File: src/rtl/serial_adder_pkg.sv
// serial_adder_pkg: state encoding and default width shared by the serial adder files
package serial_adder_pkg;
  typedef enum logic [1:0] {IDLE = 2'd0, RUN = 2'd1, DONE = 2'd2} state_e;
  localparam int DEF_WIDTH = 8;
endpackage

File: src/rtl/serial_adder_full_adder.sv
// full_adder: gate-level one-bit full adder
module full_adder (
  input  logic x,
  input  logic y,
  input  logic z,
  output logic s,
  output logic c_out
);
  logic p, g, t;
  xor (p, x, y);
  xor (s, p, z);
  and (g, x, y);
  and (t, p, z);
  or  (c_out, g, t);
endmodule

File: src/rtl/serial_adder.sv
// serial_adder: LSB-first bit-serial adder with start/done handshake
module serial_adder
  import serial_adder_pkg::*;
#(
  parameter int WIDTH = DEF_WIDTH
) (
  input  logic             clk,
  input  logic             reset,
  input  logic             start,
  input  logic [WIDTH-1:0] a,
  input  logic [WIDTH-1:0] b,
  input  logic             cin,
  output logic             busy,
  output logic             done,
  output logic [WIDTH-1:0] sum,
  output logic             cout
);
  localparam int CW = $clog2(WIDTH);
  localparam logic [CW-1:0] LAST = CW'(WIDTH - 1);
  state_e state_q, state_d;
  logic [WIDTH-1:0] a_q, a_d, b_q, b_d, acc_q, acc_d, sum_q, sum_d;
  logic [CW-1:0] cnt_q, cnt_d;
  logic carry_q, carry_d, cout_q, cout_d, busy_q, done_q, s, c_out;
  full_adder u_fa (.x(a_q[0]), .y(b_q[0]), .z(carry_q), .s(s), .c_out(c_out));
  always_comb begin
    state_d = state_q;
    a_d = a_q;
    b_d = b_q;
    carry_d = carry_q;
    cnt_d = cnt_q;
    acc_d = acc_q;
    sum_d = sum_q;
    cout_d = cout_q;
    if (state_q == RUN) begin
      acc_d = {s, acc_q[WIDTH-1:1]};
      a_d = a_q >> 1;
      b_d = b_q >> 1;
      carry_d = c_out;
      cnt_d = cnt_q + CW'(1);
      if (cnt_q == LAST) begin
        state_d = DONE;
        sum_d = {s, acc_q[WIDTH-1:1]};
        cout_d = c_out;
      end
    end else if (start) begin
      state_d = RUN;
      a_d = a;
      b_d = b;
      carry_d = cin;
      cnt_d = '0;
      acc_d = '0;
    end else begin
      state_d = IDLE;
    end
  end
  always_ff @(posedge clk) begin
    if (reset) begin
      state_q <= IDLE;
      a_q <= '0;
      b_q <= '0;
      carry_q <= 1'b0;
      cnt_q <= '0;
      acc_q <= '0;
      sum_q <= '0;
      cout_q <= 1'b0;
      busy_q <= 1'b0;
      done_q <= 1'b0;
    end else begin
      state_q <= state_d;
      a_q <= a_d;
      b_q <= b_d;
      carry_q <= carry_d;
      cnt_q <= cnt_d;
      acc_q <= acc_d;
      sum_q <= sum_d;
      cout_q <= cout_d;
      busy_q <= state_d == RUN;
      done_q <= state_d == DONE;
    end
  end
  assign busy = busy_q;
  assign done = done_q;
  assign sum = sum_q;
  assign cout = cout_q;
endmodule

File: config.mk
export PLATFORM = sky130hd
export DESIGN_NAME = serial_adder
export DESIGN_NICKNAME = d
export VERILOG_FILES = /design/src/rtl/serial_adder_pkg.sv /design/src/rtl/serial_adder_full_adder.sv /design/src/rtl/serial_adder.sv
export SDC_FILE = /design/constraint.sdc
export NUM_CORES = 1
export LEC_CHECK = 0
export ABC_AREA = 1
export CORE_MARGIN = 2
export CORE_UTILIZATION = 50
export CTS_CLUSTER_SIZE = 8
export DETAILED_ROUTE_END_ITERATION = 7
export PLACE_DENSITY_LB_ADDON = 0.3
export SYNTH_ARGS = -nofsm -noshare
export SYNTH_HDL_FRONTEND = slang
export SYNTH_SLANG_ARGS = --single-unit
File: constraint.sdc
create_clock -name clk -period 2.9 [get_ports clk]
set_input_delay 0.435 -clock clk [delete_from_list [all_inputs] [get_ports clk]]
set_output_delay 0.435 -clock clk [all_outputs]
set_load 0.02 [all_outputs]
* Word-level counts from Yosys, hierarchy flattened
Cells that the tools add are included.
** Storage, ports and cells
- Output and inout port bits :: 11
- Register bits after elaboration :: 41
- Input bits :: 20
- Logic and storage cells :: 38
** Cells by class
- Multiplexer cells :: 13
- Bitwise gates (word level) :: 5
- Add/sub/neg operators :: 1
- Eq/ne operators :: 4
- Reduce and logical (&&, ||, !) cells :: 3
** Operators by type and width (number)
- 7-bit two-way mux :: 4
- 8-bit two-way mux :: 2
- 3-bit two-way mux :: 2
- 2-bit by 1-bit equality test with 1-bit output, second input constant :: 2
- 2-bit two-way mux :: 2
- 3-bit by 1-bit adder with 3-bit output, second input constant :: 1
- 3-bit equality test, second input constant :: 1
- 1-bit two-way mux :: 3
- 1-bit AND :: 2
- 2-bit equality test, second input constant :: 1
- 2-bit AND reduction :: 1
- 2-bit nonzero test :: 1
- 2-bit OR reduction :: 1
- 1-bit bitwise XOR :: 2
- 1-bit OR :: 1

* Depth between registers and ports, before layout
Gate-level depths: netlist of run 1.
- Depth in word-level cells :: 4
- Depth in mapped cells :: 8
- Gate-level depth less buffers :: 6

* Cells and area by module
From an unflattened synthesis of run 1, not the netlist that was laid out.
** Second synthesis, totals
- Cell total of the unflattened synthesis :: 223
- Area, all modules :: 1695.4 um^2
** Modules (own cells, without submodules)
- serial_adder :: times used 1, seq. area each 800.8 um^2, cells each 222, area an instance 1675.4 um^2
- full_adder :: times used 1, seq. area each 0.0 um^2, cells each 1, area an instance 20.0 um^2

* Least setup slack after synthesis of run 1
OpenSTA, ideal clock, no wires.
- Path kind :: register to register
- From :: reg cnt_q[0]
- To :: reg cout_q, in the netlist cout
- Setup slack :: 1798 ps
- Arrival time :: 1043 ps
- Required time :: 2841 ps
- Cell stages (with the launch flop) :: 7
- Period minus slack after synthesis :: 1102 ps
- Library setup time :: 59 ps
- Buffers on the path :: 1
- Cells stage by stage :: dfxtp_1 > ha_1 > ha_1 > nand2_4 > buf_6 > nand3_1 > nand2_1
** Between the ends
- Longest elaborated chain between the ends :: 2
** Ends and longest elaborated chain
- from (decl) :: line serial_adder.sv:22 : logic [CW-1:0] cnt_q, cnt_d;
- from (signal assigned) :: line serial_adder.sv:73 : cnt_q <= cnt_d;
- 3-bit equality test :: line serial_adder.sv:40 : if (cnt_q == LAST) begin
- 2-bit AND reduction (no line)
- to (signal assigned) :: line serial_adder.sv:76 : cout_q <= cout_d;
- to (decl) :: line serial_adder.sv:23 : logic carry_q, carry_d, cout_q, cout_d, busy_q, done_q, s, c_out;
Every way passes these cells.
A chain may end at the register's enable or synchronous reset.

* Worst setup path after layout of run 1
- From :: reg cout_q, in the netlist cout
- To :: out cout
** RTL lines
- to (decl) :: line serial_adder.sv:16 : output logic cout
No word-level cell between the ends.

==> impl_metrics.csv, run 1 <==
group,metric,value,unit
setup_path,path_class,"reg2out",
setup_path,startpoint_type,"register",
route,drtIter0Drc,83,
logic_synthesis,synth_nets,246,
global_routing,grt_max_degree,31,
finish,syn2layout_area_growth,18.1,%
timing,rsz0062_at_grt,"no",
logic_synthesis,syn_area,1700,um^2
power_and_ir_drop,ir_worst_vdd,308,uV
setup_path,rrSetupSlack,1.33,ns
clocking,hold_buffers,0,
setup_path,cp_max_fo,2,
die,ios,31,
clocking,cts_num_sinks,40,
timing,worst_slack,1.18,ns
logic_synthesis,synth.distinct_cells,18,
clocking,numCtsBuffers,5,
placement,gp_congestion,0.780,
die,core_area,3280,um^2
timing,finalHoldViolCount,0,
setup_path,timing.rr.end,"sum[3]$_SDFFE_PP0P_",
logic_synthesis,syn_inst,223,
timing,min_period,1.72,ns
setup_path,crit_required,2.47,ns
route,dr_total_vias,1408,
timing,skew,0.0115,ns
route,drc,0,
clocking,clk_pin_slew,0.10,ns
route,routed_wl,3040,um
setup_path,cp-endpoint,"cout",
global_routing,grt_pass1_wl,5450,um
setup_path,end_kind,"primary output",
timing,setup_tns,0,ns
route,dr.pass1.iters,4,
power_and_ir_drop,leakage,0.938,nW
setup_path,reg2reg_from,"state_q[0]$_SDFF_PP0_",
global_routing,gr-total-overflow,0,
placement,portBuffers,30,
timing,max_freq,580,MHz
logic_synthesis,syn_area_per_cell,7.60,um^2
route,antenna_left,0,
timing,slew_violations,0,
clocking,root_buffer,"clkbuf_4",
clocking,cts_resized,0,
setup_path,path_cells,"clkdlybuf4s50_1",
clocking,clock_path_buffers,2,
setup_path,path_depth,1,
logic_synthesis,ys.warnings.count,0,
timing,slew_headroom,43.4,%
finish,layout_commonest_cell,"nand2_1",
finish,drive_gt1_share,5.69,%
outcome,status,"complete, no violations",
setup_path,worstRegToRegCells,6,
setup_path,cp-startpoint,"cout$_SDFFE_PP0P_",
die,die_h,62.2,um
timing,tightest_slew,0.847,ns
setup_path,path_buf_inv,1,
clocking,cts.htree.levels,2,
logic_synthesis,ys_seq_area_share,47.2,%
route,vias_per_cell,4.82,
clocking,clkLatencyLatePin,0.34,ns
placement,place_ws,0.975,ns
clocking,cts_tree,"built",
setup_path,worstPathArrival,1.29,ns
global_routing,antenna_found_initial,0,
die,rows,21,
die,die_w,62.2,um
job,drv_cap,0,
setup_path,slowest_stage,"clkdlybuf4s50_1",
worst_hold_path,hp-class,"reg2reg",
finish,num-fill-cells,321,
die,die_area,3870,um^2
global_routing,grt_usage,17.5,%
global_routing,first_global_vias,1299,
finish,final_nets,271,
finish,diodes,0,
die,start_util,51.6,%
finish,final_cell_mix,"nand2_1, nand3_1, dfxtp_1, clkdlybuf4s50_1, inv_1",
setup_path,cpPeakStageDelay,0.60,ns
timing,fin_crit_sh,59.5,%
clocking,cts_setup_buffers,0,
route,wl_per_cell,10.4,um
power_and_ir_drop,power_density,465,nW/um^2
logic_synthesis,ys_seq_elements,40,
setup_path,cp_top_family,"buffers and inverters",
timing,setup_viol,0,
placement,dpl.hpwl,2000,um
## metal layers
metal | GRT usage [%] | vias to the layer above | wire length (um)
li1 | - | 759 | -
met1 | 21.5 | 622 | 1530
met2 | 28.1 | 21 | 1330
met3 | 6.70 | 6 | 127
met4 | 6.11 | 0 | 49
met5 | 0 | - | 0
## cell usage after synthesis
cell / instances / area share (%)
a211oi_1: 2 / 0.89
nand2_4: 1 / 0.66
dfxtp_1: 40 / 47
buf_2: 8 / 2.4
o21ai_0: 1 / 0.29
nor2_8: 1 / 1.2
buf_4: 1 / 0.44
nor2_4: 1 / 0.66
inv_1: 17 / 3.8
ha_1: 2 / 1.5
nor2_2: 1 / 0.37
inv_2: 3 / 0.66
nand3_1: 54 / 16
a21oi_1: 10 / 3.0
buf_6: 5 / 3.3
nand2_1: 72 / 16
fa_1: 1 / 1.2
nor2_1: 3 / 0.66
## cell families after synthesis
logic type | after synthesis | share of synthesized area, %
compound gates | 13 | 4.13
buf+inv | 34 | 10.6
simple gates | 133 | 35.4
flops | 40 | 47.2
fa+ha+maj | 3 | 2.66
## how the worst min path moves through the flow
| stage | depth (start not counted) | startpoint | to | slack, ns |
|---|---|---|---|---|
| finish | 2 | acc_q[1]$_SDFFE_PP0P_ | sum[0]$_SDFFE_PP0P_ | 0.45 |
| global route | 2 | sum[3]$_SDFFE_PP0P_ | sum[3]$_SDFFE_PP0P_ | 0.50 |
| floorplan | 2 | acc_q[1]$_SDFFE_PP0P_ | sum[0]$_SDFFE_PP0P_ | 0.42 |
| CTS | 2 | acc_q[1]$_SDFFE_PP0P_ | sum[0]$_SDFFE_PP0P_ | 0.46 |
| global placement | 2 | acc_q[1]$_SDFFE_PP0P_ | sum[0]$_SDFFE_PP0P_ | 0.43 |
| detailed placement | 2 | acc_q[1]$_SDFFE_PP0P_ | sum[0]$_SDFFE_PP0P_ | 0.44 |
## flip-flops by register name, summed over array words and instances, names as in the netlist
name,cells
done,1
b_q,8
acc_q,7
state_q,2
busy,1
sum,8
cout,1
a_q,8
carry_q,1
cnt_q,3
## per-stage QoR
step	cell area, um^2	util, %	power (mW)	cells	hold slack, ns
floorplan	1700	-	0.666	223	0.419
global placement	1960	59.8	0.699	287	0.434
detailed placement	1960	59.8	0.701	287	0.439
CTS	2000	61.0	0.931	292	0.458
global route	2000	61.0	0.978	292	0.496
finish	2000	61.0	0.931	292	0.448
## final cells by class
type                       count  area [um^2]  share of cell area (%)
inverter                      20         75.1                    3.75
timing repair buffer          32          315                    15.7
multi-input combinational    149          716                    35.7
tap                           46         57.6                    2.88
sequential                    40          801                    40.0
clock buffer                   5         37.5                    1.88
## report_power, final
part	internal, mW	switching (mW)
registers	0.568	0.0103
clock network	0.0812	0.162
logic	0.0488	0.0611
total	0.698	0.233
(Power assumes the default switching activity.)
==> run 2: changes to the inputs <==
Clock period 2.9 ns to 1.7 ns, I/O delays scaled along.
==> run 2 against run 1 <==
Setup slack lost 1.0 ns. Final area up 2.1%. First-iteration DRC count fell by 33%. Clock power increased by 93%. Critical endpoint is now sum[4]. Critical path type unchanged. Sequential share of layout area shrank 0.81 points. Count of clock-buffer cells in the layout did not move. Critical path depth is the same.
==> impl_metrics.csv, run 2 (same netlist as run 1, synthesis figures left out) <==
group,metric,value,unit
outcome,status,"complete, no violations",
timing,tightest_slew,0.459,ns
finish,num-fill-cells,316,
route,dr_total_vias,1465,
power_and_ir_drop,leakage,0.964,nW
timing,setup_viol,0,
timing,fin_crit_sh,91.2,%
timing,slew_violations,0,
route,drtIter0Drc,56,
global_routing,use_met2,30.7,%
power_and_ir_drop,p_int,1.22,mW
finish,drive_gt1_share,7.94,%
route,wl_per_cell,10.5,um
power_and_ir_drop,power_density,808,nW/um^2
die,die_area,3870,um^2
job,drv_cap,0,
clocking,cts.htree.levels,2,
placement,place_ws,0.224,ns
global_routing,gr-total-overflow,0,
die,ios,31,
die,die_h,62.2,um
clocking,hold_buffers,0,
timing,setup_tns,0,ns
clocking,numCtsBuffers,5,
setup_path,startpoint_type,"register",
setup_path,crit_required,1.44,ns
power_and_ir_drop,power,1.65,mW
global_routing,grtUsageMet1,22.6,%
power_and_ir_drop,switchingPower,0.433,mW
finish,multi_input_area,716,um^2
route,routed_wl,3120,um
global_routing,grt_pass1_wl,5680,um
clocking,cts_tree,"built",
power_and_ir_drop,clkPwrFrac,28.4,%
route,drc,0,
global_routing,first_global_vias,1346,
clocking,root_buffer,"clkbuf_4",
clocking,clkLatencyLatePin,0.34,ns
die,core_area,3280,um^2
global_routing,grt_usage,18.3,%
clocking,cts_num_sinks,40,
route,antenna_left,0,
clocking,clk_pin_slew,0.12,ns
clocking,cts_setup_buffers,0,
timing,skew,0.00479,ns
global_routing,grt_use_met3,4.89,%
worst_hold_path,min-delay-start,"acc_q[1]$_SDFFE_PP0P_",
clocking,clock_path_buffers,2,
worst_hold_path,hp-class,"reg2reg",
setup_path,path_buf_inv,1,
route,dr.pass1.iters,4,
setup_path,end_kind,"primary output",
finish,final_cell_mix,"nand2_1, nand3_1, dfxtp_1, clkdlybuf4s50_1, inv_1",
timing,finalHoldWorstSlack,0.468,ns
finish,syn2layout_area_growth,20.5,%
finish,diodes,0,
setup_path,reg2reg_from,"state_q[1]$_SDFF_PP0_",
setup_path,worstPathArrival,1.30,ns
setup_path,cpPeakStageDelay,0.60,ns
setup_path,cp_max_fo,2,
setup_path,path_class,"reg2out",
placement,dpl.hpwl,2070,um
finish,ff_latch_area,801,um^2
setup_path,slowest_stage,"clkdlybuf4s50_1",
finish,layout_commonest_cell,"nand2_1",
timing,worst_slack,0.150,ns
placement,gp_congestion,0.716,
power_and_ir_drop,combPwrFrac,11.9,%
clocking,cts_resized,0,
timing,min_period,1.55,ns
timing,slew_headroom,69.4,%
setup_path,worstRegToRegCells,5,
timing,finalHoldViolCount,0,
global_routing,grt_max_degree,27,
timing,max_freq,645,MHz
global_routing,antenna_found_initial,0,
worst_hold_path,whs_endpoint,"sum[0]$_SDFFE_PP0P_",
global_routing,top_usage_layer,"met2",
die,rows,21,
setup_path,path_cells,"clkdlybuf4s50_1",
finish,final_nets,274,
power_and_ir_drop,swShare,26.2,%
die,start_util,51.6,%
timing,rsz0062_at_grt,"no",
placement,portBuffers,30,
power_and_ir_drop,seq_power_share,59.8,%
setup_path,cp_top_family,"buffers and inverters",
setup_path,timing.rr.end,"cnt_q[1]$_SDFFE_PP0P_",
power_and_ir_drop,ir_worst_vdd,795,uV
route,vias_per_cell,4.92,
worst_hold_path,timing.hold.worst_path_depth,2,
die,die_w,62.2,um
setup_path,rrSetupSlack,0.31,ns
[run 2: layer usage]
layer | vias up | part of all wire, %
met4 | 0 | 1.6
met5 | - | 0
li1 | 771 | -
met1 | 662 | 48
met3 | 5 | 3.4
met2 | 27 | 46
[run 2: power by group through the flow]
stage                     logic, mW  registers [mW]  clock network, mW
after floorplan               0.130            1.01                  0
after global placement        0.194            1.01                  0
after detailed placement      0.197            1.01                  0
after CTS                     0.197           0.986              0.483
after global routing          0.222           0.991              0.541
final                         0.196           0.986              0.468
[run 2: worst max-delay path by stage]
stage / startpoint / to / slack [ns] / depth (start not counted)
2_1_floorplan: cnt_q[0]$_SDFFE_PP0P_ / cout$_SDFFE_PP0P_ / 0.60 / 6
3_3_place_gp: start / a_q[7]$_SDFFE_PP0P_ / 0.27 / 4
3_5_place_dp: start / acc_q[1]$_SDFFE_PP0P_ / 0.22 / 4
4_1_cts: sum[4]$_SDFFE_PP0P_ / sum[4] / 0.13 / 1
5_1_grt: sum[3]$_SDFFE_PP0P_ / sum[3] / 0.06 / 1
6_report: sum[4]$_SDFFE_PP0P_ / sum[4] / 0.15 / 1
[run 2: area by class of cell]
cell class / instances / area share [%]
clock buffers: 5 / 1.84
clock inverters: 3 / 0.919
inverters: 20 / 3.67
multi-input cells: 149 / 35.0
flip-flops and latches: 40 / 39.2
well taps: 46 / 2.82
repair buffers: 35 / 16.5
[run 2: tightest hold or removal path: stages (launching register included)]
cell and delay [ns]:
dfxtp_1 0.33, nand2_1 0.07, nand2_1 0.04
[run 2: metrics by stage]
step | util [%] | instance area (um^2) | std cells
after floorplan | - | 1700 | 223
after global placement | 60.5 | 1990 | 290
after detailed placement | 60.5 | 1990 | 290
after CTS | 62.2 | 2040 | 298
after global routing | 62.2 | 2040 | 298
final | 62.2 | 2040 | 298
